## config.mk

```make
export PLATFORM = sky130hd
export DESIGN_NAME = add8u_err_profiler
export DESIGN_NICKNAME = d
export VERILOG_FILES = /design/src/rtl/add_eval_pkg.sv /design/src/rtl/err_accum.sv /design/src/rtl/add8u_err_profiler.sv
export SDC_FILE = /design/constraint.sdc
export NUM_CORES = 1
export LEC_CHECK = 0
export CORE_MARGIN = 2
export CORE_UTILIZATION = 51
export DETAILED_ROUTE_END_ITERATION = 8
export PLACE_DENSITY = 0.74
export RECOVER_POWER = 25
export SLEW_MARGIN = 20
export SYNTH_ARGS = -nofsm -noshare
export SYNTH_HDL_FRONTEND = slang
export SYNTH_HIERARCHICAL = 1
export SYNTH_SLANG_ARGS = --single-unit
```

## constraint.sdc

```tcl
create_clock -name clk -period 8.4 [get_ports clk]
set_input_delay 1.68 -clock clk [delete_from_list [all_inputs] [get_ports clk]]
set_output_delay 1.68 -clock clk [all_outputs]
set_load 0.05 [all_outputs]
```

## src/rtl/add_eval_pkg.sv

```systemverilog
// Shared types and width helpers for the approximate-adder error profiler.
// The widths are chosen so that a full operand sweep cannot overflow any accumulator.
package add_eval_pkg;

  typedef enum logic [1:0] {
    IDLE,
    SWEEP,
    DRAIN,
    DONE
  } prof_state_t;

  localparam int DRAIN_CYCLES = 2;

  function automatic int sum_w(input int w);
    return w + 1;
  endfunction

  function automatic int cnt_w(input int w);
    return 2 * w + 1;
  endfunction

  function automatic int abs_w(input int w);
    return 3 * w + 1;
  endfunction

  function automatic int sq_w(input int w);
    return 4 * w + 2;
  endfunction

endpackage

```

## src/rtl/err_accum.sv

```systemverilog
// Second pipeline stage: computes the error magnitude of one captured sum pair.
// Folds that error into the running statistics.
module err_accum
  import add_eval_pkg::*;
#(
  parameter int W = 8
) (
  input  logic                  clk,
  input  logic                  rst,
  input  logic                  clr,
  input  logic                  valid,
  input  logic [sum_w(W)-1:0]   exact,
  input  logic [sum_w(W)-1:0]   approx,
  input  logic [W-1:0]          a,
  input  logic [W-1:0]          b,
  output logic [cnt_w(W)-1:0]   err_cnt,
  output logic [sum_w(W)-1:0]   wce,
  output logic [W-1:0]          wce_a,
  output logic [W-1:0]          wce_b,
  output logic [abs_w(W)-1:0]   sum_abs_err,
  output logic [sq_w(W)-1:0]    sum_sq_err
);

  localparam int SW = sum_w(W);
  localparam int CW = cnt_w(W);
  localparam int AW = abs_w(W);
  localparam int QW = sq_w(W);
  localparam int PW = 2 * SW;

  logic [SW:0]   diff;
  logic [SW:0]   neg;
  logic [SW-1:0] err;
  logic [PW-1:0] err_x;
  logic [PW-1:0] sq;

  // One extra bit keeps the sign so over- and under-estimates both fold correctly
  always_comb begin
    diff  = {1'b0, exact} - {1'b0, approx};
    neg   = -diff;
    err   = diff[SW] ? neg[SW-1:0] : diff[SW-1:0];
    err_x = {{SW{1'b0}}, err};
    sq    = err_x * err_x;
  end

  always_ff @(posedge clk) begin
    if (rst || clr) begin
      err_cnt     <= '0;
      wce         <= '0;
      wce_a       <= '0;
      wce_b       <= '0;
      sum_abs_err <= '0;
      sum_sq_err  <= '0;
    end else if (valid) begin
      err_cnt     <= err_cnt + CW'(err != '0);
      sum_abs_err <= sum_abs_err + AW'(err);
      sum_sq_err  <= sum_sq_err + QW'(sq);
      // Strict compare keeps the earliest pair on ties
      if (err > wce) begin
        wce   <= err;
        wce_a <= a;
        wce_b <= b;
      end
    end
  end

endmodule

```

## src/rtl/add8u_err_profiler.sv

```systemverilog
// Exhaustive error profiler for unsigned approximate adders.
// It sweeps every operand pair, captures the DUT sum and accumulates error statistics.
module add8u_err_profiler
  import add_eval_pkg::*;
#(
  parameter int W = 8
) (
  input  logic                  clk,
  input  logic                  rst,
  input  logic                  start,
  output logic [W-1:0]          dut_a,
  output logic [W-1:0]          dut_b,
  input  logic [sum_w(W)-1:0]   dut_o,
  output logic                  busy,
  output logic                  done,
  output logic [cnt_w(W)-1:0]   err_cnt,
  output logic [sum_w(W)-1:0]   wce,
  output logic [W-1:0]          wce_a,
  output logic [W-1:0]          wce_b,
  output logic [abs_w(W)-1:0]   sum_abs_err,
  output logic [sq_w(W)-1:0]    sum_sq_err
);

  localparam int SW = sum_w(W);
  localparam int IW = 2 * W;
  localparam int DW = 2;

  prof_state_t   state;
  prof_state_t   state_n;
  logic [IW-1:0] idx;
  logic [IW-1:0] idx_n;
  logic [DW-1:0] drain_cnt;
  logic [DW-1:0] drain_n;
  logic          clr;
  logic          done_n;

  logic          s1_v;
  logic [SW-1:0] s1_o;
  logic [SW-1:0] s1_e;
  logic [W-1:0]  s1_a;
  logic [W-1:0]  s1_b;

  assign dut_a = idx[W-1:0];
  assign dut_b = idx[IW-1:W];
  assign busy  = (state == SWEEP) || (state == DRAIN);

  always_comb begin
    state_n = state;
    idx_n   = idx;
    drain_n = drain_cnt;
    clr     = 1'b0;
    done_n  = 1'b0;
    unique case (state)
      IDLE, DONE: begin
        if (start) begin
          state_n = SWEEP;
          idx_n   = '0;
          clr     = 1'b1;
        end
      end
      SWEEP: begin
        idx_n = idx + 1'b1;
        if (&idx) begin
          state_n = DRAIN;
          drain_n = '0;
        end
      end
      DRAIN: begin
        if (drain_cnt == DW'(DRAIN_CYCLES - 1)) begin
          state_n = DONE;
          done_n  = 1'b1;
        end else begin
          drain_n = drain_cnt + 1'b1;
        end
      end
      default: state_n = IDLE;
    endcase
  end

  always_ff @(posedge clk) begin
    if (rst) begin
      state     <= IDLE;
      idx       <= '0;
      drain_cnt <= '0;
      done      <= 1'b0;
    end else begin
      state     <= state_n;
      idx       <= idx_n;
      drain_cnt <= drain_n;
      done      <= done_n;
    end
  end

  // Stage 1: capture the pair presented this cycle
  always_ff @(posedge clk) begin
    if (rst) begin
      s1_v <= 1'b0;
      s1_o <= '0;
      s1_e <= '0;
      s1_a <= '0;
      s1_b <= '0;
    end else begin
      s1_v <= (state == SWEEP);
      s1_o <= dut_o;
      s1_e <= {1'b0, dut_a} + {1'b0, dut_b};
      s1_a <= dut_a;
      s1_b <= dut_b;
    end
  end

  err_accum #(
    .W (W)
  ) u_accum (
    .clk         (clk),
    .rst         (rst),
    .clr         (clr),
    .valid       (s1_v),
    .exact       (s1_e),
    .approx      (s1_o),
    .a           (s1_a),
    .b           (s1_b),
    .err_cnt     (err_cnt),
    .wce         (wce),
    .wce_a       (wce_a),
    .wce_b       (wce_b),
    .sum_abs_err (sum_abs_err),
    .sum_sq_err  (sum_sq_err)
  );

endmodule

```

Yosys cells after proc, flatten, opt, wreduce, memory -nomap -nowiden. Index checks and enable logic that the tools add are counted.

Bits of input ports: 12. Logic and storage cells: 60. Bits in registers: 157. Output and inout port bits: 119.

Add/sub/neg operators: 8. Equality and inequality tests: 8. Multipliers: 1. $lt $le $gt $ge: 1. Mux-type cells: 13. Reductions and logical operators: 13. Bitwise gates (word level): 1.

Operator list (number): adder 34 x 18 -> 34 bit (1); one-hot mux 16 bit (2 select lines) (1); adder 25 x 9 -> 25 bit (1); multiplier 9 x 9 -> 18 bit (1); adder 17 x 1 -> 17 bit (1); adder 16 x 1 -> 16 bit (second input constant) (1); 2-to-1 mux 16 bit (1); AND reduction 16 bit (1); 2-to-1 mux 2 bit (5); subtractor 9 x 9 -> 10 bit (1); adder 8 x 8 -> 9 bit (1); > comparator 9 bit (1); 2-to-1 mux 9 bit (1); negator 9 bit (1); nonzero test 9 bit (1); one-hot mux 2 bit (3 select lines) (1); AND reduction 3 bit (2); == test 2 x 1 -> 1 bit (second input constant) (2); == test 2 bit (second input constant) (2); inequality test 2 x 1 -> 1 bit (second input constant) (2); inequality test 2 bit (second input constant) (2); one-hot mux 2 bit (2 select lines) (1); AND reduction 2 bit (2); nonzero test 2 bit (2); 6 further kinds (10).

Logic depth before layout (Yosys ltp).
Depth in word-level cells: 5. Depth in mapped cells: 33. Depth with buffers taken out: 31.

By module. The synthesis kept the hierarchy.

By module, submodules not included: err_accum (area an instance 8775.9 um^2, cells an instance 1077, times used 1, seq. area each 2021.9 um^2); add8u_err_profiler (area an instance 2376.0 um^2, cells an instance 252, times used 1, seq. area each 1121.1 um^2).

Worst setup path before layout. No wires, ideal clock.

Kind: register to register. Start: register s1_e[0]. End: register u_accum.sum_sq_err[17]. Cell stages (with the launch flop): 32. Required time: 8.280 ns. Library setup time: 0.120 ns. Arrival time: 7.408 ns. Buffers on the path: 2. Clock period less this slack: 7.527 ns. Slack: 0.873 ns. Cell sequence: dfxtp_1 -> inv_1 -> ha_1 -> inv_1 -> fa_1 -> inv_1 -> ha_1 -> nand3b_1 -> mux2i_1 -> nor4b_4 -> a211oi_4 -> nor2_4 -> buf_6 -> buf_2 -> nor2_1 -> ha_1 -> xnor2_1 -> fa_1 -> inv_1 -> fa_1 -> fa_1 -> inv_1 -> fa_1 -> inv_1 -> ha_1 -> o21a_1 -> and3_1 -> a211o_1 -> a311o_1 -> a21o_1 -> a21o_1 -> a211o_1.

Longest elaborated chain between the ends: 5.

Ends and longest elaborated chain: from (decl) (line add8u_err_profiler.sv:39) `logic [SW-1:0] s1_e;`; from (signal assigned) (line add8u_err_profiler.sv:105) `s1_e <= {1'b0, dut_a} + {1'b0, dut_b};`; subtractor 9 x 9 -> 10 bit (*) (line err_accum.sv:38) `diff = {1'b0, exact} - {1'b0, approx};`; negator 9 bit (line err_accum.sv:39) `neg = -diff;`; 2-to-1 mux 9 bit (*) (line err_accum.sv:40) `err = diff[SW] ? neg[SW-1:0] : diff[SW-1:0];`; multiplier 9 x 9 -> 18 bit (*) (line err_accum.sv:42) `sq = err_x * err_x;`; adder 34 x 18 -> 34 bit (*) (line err_accum.sv:56) `sum_sq_err <= sum_sq_err + QW'(sq);`; to (signal assigned) (line err_accum.sv:56); to (decl) (line err_accum.sv:21) `output logic [sq_w(W)-1:0] sum_sq_err`.

Every way passes the cells marked *; elsewhere a longest branch is shown, timed or not. A chain may end at the register's enable or synchronous reset.

Worst setup path in the final report. Same ends and word-level chain as after synthesis.

==> flow_summary.yaml <==
critical_path:
  crit_path_frequent_cell: "inv_1"
  cpMaxStageDelayCell: "fa_1"
  path_max_fanout: 11
  worstPathArrival_ps: 8200
  crit_path_start_kind: "flop"
  cp-end-kind: "flop"
  startpoint: "s1_e[0]"
  cp.required_ps: 8730
  r2r-start: "s1_e[0]"
  crit_path_max_incr_delay_ps: 540
  crit_type: "reg -> reg"
synth:
  syn_inst: 1329
  synth-edff-count: 0
  ys.flop_type: "dfxtp_1"
  synth_nets: 1477
  syn-cell-area_sq_um: 11200
  ys_warn_count: 6
  syn_avg_cell_area_sq_um: 8.39
  ys_ff_latch: 157
  seq_area_frac_synth_pct: 28.2
  yosysTopAreaCellShare_pct: 28.2
  synthArstFlopShare_pct: 0
  synth_cell_types: 87
  synth_area_leaders: "dfxtp_1, ha_1, fa_1, inv_1, nor2_1"
  yosys.area.top_type: "dfxtp_1"
clocking:
  clock_latency_ps: 440
  numCtsBuffers: 17
  cts_tree: "built"
  hold_buffers: 0
  clockBufferDepth: 2
  cts-root-buf: "clkbuf_16"
  path_clk_slew_ps: 80
  post-cts-setup-buffers: 0
  htreeDepth: 4
  clock_sinks: 157
global_routing:
  grt_max_degree: 78
  grt.total_usage_pct: 23.0
  grt_overflow: 0
  grt_pass1_wl_mm: 44.6
  antenna_found_initial: 0
  grt_pass1_vias: 9180
route:
  viasPerCell: 5.66
  drc: 0
  num_vias: 9797
  drt-pass1-iter-count: 5
  drtIter0Drc: 589
  ant_nets: 0
  wl_per_cell_um: 15.5
  routed_wl_mm: 26.9
floorplanning:
  dieArea_sq_um: 23100
  dieHeight_um: 152
  core_sq_um: 21600
  die_width_um: 152
  core.rowCount: 54
  io_pins: 131
  start_util_pct: 51.6
pwr:
  switching_share_pct: 48.2
  seqPwrFrac_pct: 19.1
  clockPowerShare_pct: 18.0
  p_leak_uw: 0.00562
  power_frac_comb_pct: 62.9
  p_int_uw: 2380
  ir_drop_mv: 0.293
  powerDensity_nw_per_um2: 344
  switching_power_uw: 2210
sta:
  tightestPinTransition_ps: 2520
  min_period_ps: 7870
  rsz0062_at_grt: "no"
  finClkSkew_ps: 14.1
  fmax_ghz: 0.127
  max_slew_margin_pct: -67.7
  setup_tns_ps: 0
  fin_crit_sh_pct: 93.7
  hold_viol: 0
  slew_violations: 60
  final-setup-viol-count: 0
finish:
  multi_input_area_sq_um: 7240
  antennaDiodeCount: 0
  n_fill_cell: 1936
  area_growth_pct: 19.6
  final_cell_mix: "dfxtp_1, inv_1, nor2_1"
  nNetsFinal: 1586
  stdcell_count: 1731
  drive_gt1_share_pct: 6.13
  final_common_cell: "dfxtp_1"
  regArea_sq_um: 3140
placed_design:
  io_buffers: 130
  routabilityCongestion: 0.933
  dp.final_hpwl_mm: 19.5
  dpl.cell_count: 1699
outcome:
  violations: "max-capacitance violations, max-slew violations"
  outcome: "finished, violations left"
hold_path:
  min_path_type: "reg -> reg"
  hold_path_startpoint: "s1_b[1]"
job:
  max_cap_viol_count: 1
## flip-flops by register name, summed over array words and instances, names as in the netlist
register and flops:
u_accum/wce 9, done 1, s1_v 1, s1_e 9
u_accum/sum_abs_err 25, u_accum/sum_sq_err 34, state 2, s1_o 9
s1_b 8, u_accum/wce_b 8, s1_a 8, idx 16
u_accum/wce_a 8, drain_cnt 2, u_accum/err_cnt 17
## layer usage
metal  vias to the layer above  track usage, %  share of wire (%)
li1                       4894               -                  -
met1                      4619            30.2                 46
met2                       246            39.4                 48
met3                        38            4.02                4.1
met4                         0            6.05                1.5
met5                         -               0                  0
## synth_stat cells, types with 23 or more instances
| cell | count |
|---|---|
| nand3_1 | 61 |
| fa_1 | 48 |
| a21oi_1 | 81 |
| a211oi_1 | 23 |
| dfxtp_1 | 157 |
| o21ai_0 | 50 |
| nor2b_1 | 35 |
| nand2_1 | 75 |
| xnor2_1 | 32 |
| inv_1 | 143 |
| ha_1 | 88 |
| or3_1 | 31 |
| clkbuf_1 | 37 |
| nor2_1 | 127 |
| a21o_1 | 23 |
## timing repair
action / CTS / global route
hold endpoints to repair: 0 / 0
gates resized for setup: 0 / 2
setup endpoints to repair: 0 / 11
## kinds of logic after synthesis
family	Yosys count	synth area share, %
AOI/OAI and AO/OA	300	18.4
xor gates and xnor gates	50	4.20
adders and majority gates	136	18.5
buffers and inverters	203	7.12
DFF	157	28.2
muxes	25	2.29
and+or+nand+nor	458	21.4
## power groups by stage
stage	Combinational [uW]	Sequential (uW)	Clock [uW]
after floorplan	2090	1040	0
after detailed placement	2850	895	0
after CTS	2890	879	841
final	2890	879	826
after global placement	2760	894	0
after global routing	3270	890	877
## per-stage QoR
| step | hold WS, ps | area, sq um | setup slack [ps] | total power (uW) | util (%) |
|---|---|---|---|---|---|
| floorplan | 435 | 11200 | 873 | 3140 | - |
| global placement | 441 | 12700 | 693 | 3660 | 58.7 |
| detailed placement | 449 | 12700 | 483 | 3740 | 58.7 |
| CTS | 459 | 13300 | 426 | 4610 | 61.6 |
| global route | 479 | 13300 | 56.5 | 5040 | 61.7 |
| finish | 457 | 13300 | 529 | 4590 | 61.7 |
## cell type report
class / instances / area share, %
clock inverters: 15 / 1.63
multi-input cells: 969 / 54.3
flip-flops and latches: 157 / 23.6
inverters: 148 / 4.18
clock buffers: 17 / 3.19
well taps: 280 / 2.63
repair buffers: 145 / 10.5
## worst max-delay path, delay by kind of cell (launching register included)
kind / cells / cell delay (ps)
flip-flops: 1 / 310
AND/OR/NAND/NOR: 5 / 1190
AO/OA/AOI/OAI: 7 / 1790
multiplexers: 1 / 240
XOR/XNOR: 1 / 170
buffers and inverters: 6 / 390
adder cells (fa/ha/maj): 9 / 3670
## path summary, 6_finish.rpt
| path | to | slack, ps | cells after the start |
|---|---|---|---|
| min | u_accum/wce_b[1] | 460 | 2 |
| min reg2reg | u_accum/wce_b[1] | 460 | 2 |
| max | u_accum/sum_sq_err[17] | 530 | 29 |
| max reg2reg | u_accum/sum_sq_err[17] | 530 | 29 |
No activity file was read; power rests on OpenSTA's default activity.
